$ cat config.mk
export PLATFORM = sky130hd
export DESIGN_NAME = pipe_hazard_ctrl
export DESIGN_NICKNAME = d
export VERILOG_FILES = /design/src/rtl/pipe_hazard_ctrl.sv
export SDC_FILE = /design/constraint.sdc
export NUM_CORES = 1
export LEC_CHECK = 0
export CAP_MARGIN = 20
export CORE_UTILIZATION = 32
export DETAILED_ROUTE_END_ITERATION = 10
export GPL_ROUTABILITY_DRIVEN = 0
export PLACE_DENSITY = 0.78
export SYNTH_ARGS = -nofsm -noshare
export SYNTH_HDL_FRONTEND = slang
export SYNTH_SLANG_ARGS = --single-unit
$ cat constraint.sdc
create_clock -name clk -period 2.5 [get_ports clk]
set_input_delay 0.5 -clock clk [delete_from_list [all_inputs] [get_ports clk]]
set_output_delay 0.5 -clock clk [all_outputs]
set_load 0.02 [all_outputs]
$ cat src/rtl/pipe_hazard_ctrl.sv
// Pipeline hazard and trap sequencer: load-use stalls, branch flushes, memory waits, traps and mret.
// Optional stall watchdog enabled by defining STALL_TIMEOUT_EN.
module pipe_hazard_ctrl #(
    parameter int unsigned STALL_TIMEOUT = 255
) (
    input  logic       clk,
    input  logic       cpurst_n,
    input  logic [4:0] id_rs1_index,
    input  logic [4:0] id_rs2_index,
    input  logic       id_uses_rs1,
    input  logic       id_uses_rs2,
    input  logic       exe_is_load,
    input  logic [4:0] exe_rd_index,
    input  logic       exe_branch_taken,
    input  logic       mem_busy,
    input  logic       mem_exp,
    input  logic [3:0] mem_exp_cause,
    input  logic       irq_req,
    input  logic       irq_en,
    input  logic       mem_mret,
    output logic       if_hold,
    output logic       id_hold,
    output logic       exe_hold,
    output logic       id_flush,
    output logic       exe_bubble,
    output logic       mem_bubble,
    output logic       wb_bubble,
    output logic [1:0] pc_sel,
    output logic [4:0] trap_cause,
    output logic       trap_take,
    output logic       mem_abort
);

    typedef enum logic [1:0] {RUN, MEMWAIT, TRAP, MRET} state_t;

    state_t     state, state_nxt;
    logic       cause_load;
    logic [4:0] cause_nxt;
    logic       load_use;
    logic       irq_pend;
    logic       timeout_hit;

    if (STALL_TIMEOUT < 1) begin : g_bad_timeout
        $error("STALL_TIMEOUT must be at least 1");
    end

    assign load_use = exe_is_load && (exe_rd_index != 5'd0) &&
                      ((id_uses_rs1 && (id_rs1_index == exe_rd_index)) ||
                       (id_uses_rs2 && (id_rs2_index == exe_rd_index)));
    assign irq_pend = irq_req & irq_en;

`ifdef STALL_TIMEOUT_EN
    localparam int CNT_W = (STALL_TIMEOUT > 255) ? $clog2(STALL_TIMEOUT + 1) : 8;
    localparam logic [CNT_W-1:0] CNT_LAST = CNT_W'(STALL_TIMEOUT - 1);

    // Counts completed MEMWAIT cycles; the N-th wait cycle sees N-1.
    logic [CNT_W-1:0] wait_cnt;

    always_ff @(posedge clk or negedge cpurst_n) begin
        if (!cpurst_n)
            wait_cnt <= '0;
        else if (state == MEMWAIT)
            wait_cnt <= wait_cnt + 1'b1;
        else
            wait_cnt <= '0;
    end

    assign timeout_hit = (state == MEMWAIT) && mem_busy && (wait_cnt == CNT_LAST);
`else
    assign timeout_hit = 1'b0;
`endif

    // NOTE: non-blocking assignments in clocked blocks so every register samples pre-edge values.
    always_ff @(posedge clk or negedge cpurst_n) begin
        if (!cpurst_n) begin
            state      <= RUN;
            trap_cause <= 5'd0;
        end else begin
            state <= state_nxt;
            if (cause_load)
                trap_cause <= cause_nxt;
        end
    end

    // NOTE: every output gets a default first so no latch is inferred on any path.
    always_comb begin
        state_nxt  = state;
        cause_load = 1'b0;
        cause_nxt  = 5'd0;
        if_hold    = 1'b0;
        id_hold    = 1'b0;
        exe_hold   = 1'b0;
        id_flush   = 1'b0;
        exe_bubble = 1'b0;
        mem_bubble = 1'b0;
        wb_bubble  = 1'b0;
        pc_sel     = 2'd0;
        trap_take  = 1'b0;
        mem_abort  = 1'b0;

        // Outputs are forced quiet for the whole time reset is held.
        if (cpurst_n) begin
            case (state)
                TRAP: begin
                    pc_sel    = 2'd2;
                    trap_take = 1'b1;
                    state_nxt = RUN;
                end
                MRET: begin
                    pc_sel    = 2'd3;
                    state_nxt = RUN;
                end
                default: begin
                    if (mem_exp || timeout_hit || ((state == RUN) && irq_pend && !mem_busy)) begin
                        id_flush   = 1'b1;
                        exe_bubble = 1'b1;
                        mem_bubble = 1'b1;
                        wb_bubble  = 1'b1;
                        cause_load = 1'b1;
                        state_nxt  = TRAP;
                        if (mem_exp) begin
                            cause_nxt = {1'b0, mem_exp_cause};
                        end else if (timeout_hit) begin
                            cause_nxt = 5'h05;
                            mem_abort = 1'b1;
                        end else begin
                            cause_nxt = 5'h1B;
                        end
                    end else if ((state == RUN) && mem_mret) begin
                        id_flush   = 1'b1;
                        exe_bubble = 1'b1;
                        mem_bubble = 1'b1;
                        state_nxt  = MRET;
                    end else if (mem_busy) begin
                        if_hold   = 1'b1;
                        id_hold   = 1'b1;
                        exe_hold  = 1'b1;
                        wb_bubble = 1'b1;
                        state_nxt = MEMWAIT;
                    end else begin
                        // Pipeline advances this cycle, so branch and load-use apply again.
                        state_nxt = RUN;
                        if (exe_branch_taken) begin
                            pc_sel     = 2'd1;
                            id_flush   = 1'b1;
                            exe_bubble = 1'b1;
                        end else if (load_use) begin
                            if_hold    = 1'b1;
                            id_hold    = 1'b1;
                            exe_bubble = 1'b1;
                        end
                    end
                end
            endcase
        end
    end

endmodule

==> flow_metrics.tcl <==
set metrics [dict create \
    status "finished clean" \
    vias 741 \
    ant_nets 0 \
    hold_class "primary input to asynchronous set/reset pin" \
    register_area_sq_um 176 \
    power.static_leakage_uw 0.000573 \
    synth_area_per_inst_sq_um 8.37 \
    mostFrequentLayoutCell "sky130_fd_sc_hd__clkdlybuf4s50_1" \
    finalHoldViolations 0 \
    avgViaCountPerCell 4.72 \
    report.final.slew_viol_count 0 \
    finalWorstSetupSlack_ns 0.0339 \
    critical_path_class "primary input to output port" \
    grt_pass1_vias 688 \
    timing.max_cap.violations 0 \
    floorplan.core_area_sq_mm 0.00173 \
    fin_crit_ns 2.47 \
    ys.warnings.count 0 \
    placed_cell_area_sq_mm 0.00116 \
    final.hold.worst_slack_ns 0.350 \
    grt_antenna_before_repair 0 \
    postRouteWirelength_mm 2.02 \
    critPathMaxFanout 3 \
    final.fill_count 140 \
    detail_route.drc_violations 0 \
    setup_viol_count_final 0 \
    number_of_clock_buffers_inserted_by_tritoncts 3 \
    floorplan.die.height_um 44.8 \
    layout_common_cells "sky130_fd_sc_hd__clkdlybuf4s50_1 (23), sky130_fd_sc_hd__buf_4 (17), sky130_fd_sc_hd__dlygate4sd2_1 (15), sky130_fd_sc_hd__xor2_1 (8), sky130_fd_sc_hd__nor2_1 (7)" \
    mappedNetlistNets 100 \
    root_buffer "sky130_fd_sc_hd__clkbuf_4" \
    endpoint_kind "output port" \
    num_rows 15 \
    worstSkewPairLatency_ns 0.24 \
    cts.sinks 7 \
    cts_tree "done" \
    regToRegSetupSlack_ns 1.09 \
    critPathRequiredTime_ns 2.00 \
    p_total_uw 551 \
    htree_num_levels 1 \
    post_route_cells_drive_above_1_share_pct 26.5 \
    layout.nets 163 \
    drt_pre_antenna_iters 4 \
    ir_drop_mv 0.446 \
    timing.critical_path.slowest_stage_cell "sky130_fd_sc_hd__or4_4" \
    place.port_buffers 44 \
    syn_to_final_growth_pct 110 \
    synthesis.area_sq_um 586 \
    wire_per_inst_um 12.8 \
    antenna-diode-count 0 \
    worst_clock_skew_ns 0.00283 \
    synth.ff_latch_count 7 \
    initial_core_util_pct 33.9 \
    cts-root-to-sink-buffers 2 \
    synthDistinctLibCells 33 \
    critical_path_arrival_ns 1.97 \
    place_worst_setup_slack_ns -0.666 \
    timing.fmax_ghz 0.405 \
    final_design_area_no_fill_sq_mm 0.00123 \
    min_period_over_period_pct 98.6 \
    seq_area_frac_synth_pct 29.9 \
    kind_of_cell_adding_the_most_delay_to_the_critical_path "compound AO/OA/AOI/OAI gates" \
    grt_max_degree 13 \
    floorplan.die_area_sq_mm 0.00200 \
    dieWidth_um 44.8 \
    timing.critical_path.cells "dlygate4sd2_1 -> a31o_1 -> or4_4 -> o31ai_4 -> buf_6" \
    track_usage_pct 20.9 \
    grt_first_pass_wirelength_mm 2.97 \
    place.detailed.hpwl_mm 1.63 \
    path_buf_inv 2 \
    initialDrtViolationCount 24 \
    clk_pin_slew_ns 0.05 \
    p_per_area_mw_per_mm2 447 \
    grt_overflow_total 0 \
    combined_area_of_the_multi_input_logic_cells_sq_um 435 \
    top_level_ports 46 \
    synth_cells 70 \
    critPathMaxStageDelay_ns 0.49 \
    timing.critical_path.from_type "primary input" \
]
## path summary, 6_finish.rpt
check                                     startpoint                         to  depth (start not counted)
setup / recovery                             irq_req                    id_hold                          5
hold / removal                              cpurst_n  trap_cause[2]$_DFFE_PN0P_                          2
setup reg to reg                state[1]$_DFFE_PN0P_  trap_cause[3]$_DFFE_PN0P_                          6
hold reg to reg            trap_cause[4]$_DFFE_PN0P_  trap_cause[4]$_DFFE_PN0P_                          1
max in group asynchronous                   cpurst_n       state[1]$_DFFE_PN0P_                          2
min in group clk           trap_cause[4]$_DFFE_PN0P_  trap_cause[4]$_DFFE_PN0P_                          1
## logic make-up (layout without fill, tap and decap cells)
logic type | Yosys count | count (layout) | synth area share [%]
other cells | 1 | 1 | 0.640
compound gates | 18 | 18 | 22.0
flops | 7 | 7 | 29.9
buf+inv | 6 | 68 | 5.13
simple gates | 28 | 28 | 27.4
xor+xnor | 10 | 10 | 15.0
## per-stage QoR
step | instances | TNS, ns | util, %
3_5_place_dp | 152 | -4.10 | 67.1
4_1_cts | 157 | -0.0231 | 69.6
2_1_floorplan | 70 | 0 | -
3_3_place_gp | 152 | -3.79 | 67.1
5_1_grt | 157 | -0.0727 | 71.4
6_report | 157 | 0 | 71.4
## state kept, by name (all words and copies together) (netlist names)
| register | cells |
|---|---|
| state | 2 |
| trap_cause | 5 |
## report_power, final
group          switching, uW  total, uW  internal, uW  leakage, uW
clock                   37.3       97.9          60.6    0.0000150
sequential              15.7        154           138    0.0000826
combinational            138        299           161     0.000476
## Yosys cell counts
cell | number | share of area, %
sky130_fd_sc_hd__and4_1 | 1 | 1.5
sky130_fd_sc_hd__nand2b_2 | 1 | 1.5
sky130_fd_sc_hd__inv_1 | 3 | 1.9
sky130_fd_sc_hd__dfrtp_1 | 7 | 30
sky130_fd_sc_hd__clkbuf_1 | 1 | 0.64
sky130_fd_sc_hd__nor2_1 | 7 | 4.5
sky130_fd_sc_hd__and2_0 | 1 | 1.1
sky130_fd_sc_hd__nand2_1 | 5 | 3.2
sky130_fd_sc_hd__conb_1 | 1 | 0.64
sky130_fd_sc_hd__xnor2_1 | 2 | 3.0
sky130_fd_sc_hd__o21bai_1 | 2 | 2.6
sky130_fd_sc_hd__a31o_1 | 1 | 1.5
sky130_fd_sc_hd__xor2_1 | 8 | 12
sky130_fd_sc_hd__nor3_2 | 1 | 1.7
sky130_fd_sc_hd__a21o_1 | 1 | 1.3
sky130_fd_sc_hd__buf_4 | 2 | 2.6
sky130_fd_sc_hd__and2_1 | 1 | 1.1
sky130_fd_sc_hd__or4_1 | 2 | 2.6
sky130_fd_sc_hd__o32ai_1 | 1 | 1.5
sky130_fd_sc_hd__and2b_2 | 1 | 1.5
sky130_fd_sc_hd__nor3b_1 | 1 | 1.3
sky130_fd_sc_hd__and2_2 | 1 | 1.3
sky130_fd_sc_hd__nor4_1 | 2 | 2.1
sky130_fd_sc_hd__o21ai_1 | 3 | 2.6
sky130_fd_sc_hd__a311oi_2 | 1 | 2.6
sky130_fd_sc_hd__o31ai_2 | 1 | 2.1
sky130_fd_sc_hd__o21ai_0 | 1 | 0.85
sky130_fd_sc_hd__or3_1 | 1 | 1.1
sky130_fd_sc_hd__or2b_1 | 1 | 1.3
sky130_fd_sc_hd__o21a_1 | 1 | 1.3
sky130_fd_sc_hd__a32oi_1 | 1 | 1.5
sky130_fd_sc_hd__nand3_1 | 2 | 1.7
sky130_fd_sc_hd__a21oi_1 | 5 | 4.3
## per-layer routing
layer	GRT usage, %	up-vias	share of wire, %	wire, um
met5	0	-	0	0
met4	13.3	0	2.8	57
met3	4.40	6	3.1	62
met2	31.8	18	52	1040
met1	27.0	347	42	856
li1	-	370	-	-
## area by class of cell
cell class	count	share of cell area (%)
Clock buffer	4	2.13
Tap cell	25	2.54
Timing Repair Buffer	61	44.8
Inverter	3	0.914
Multi-Input combinational cell	57	35.3
Sequential cell	7	14.3
## timing repair
action	4_1_cts	5_1_grt
setup buffers	1	0
setup endpoints to repair	10	4
gates resized for setup	36	8
pin swaps	4	3
hold buffers	0	0
Power figures use the tool's default switching activity.
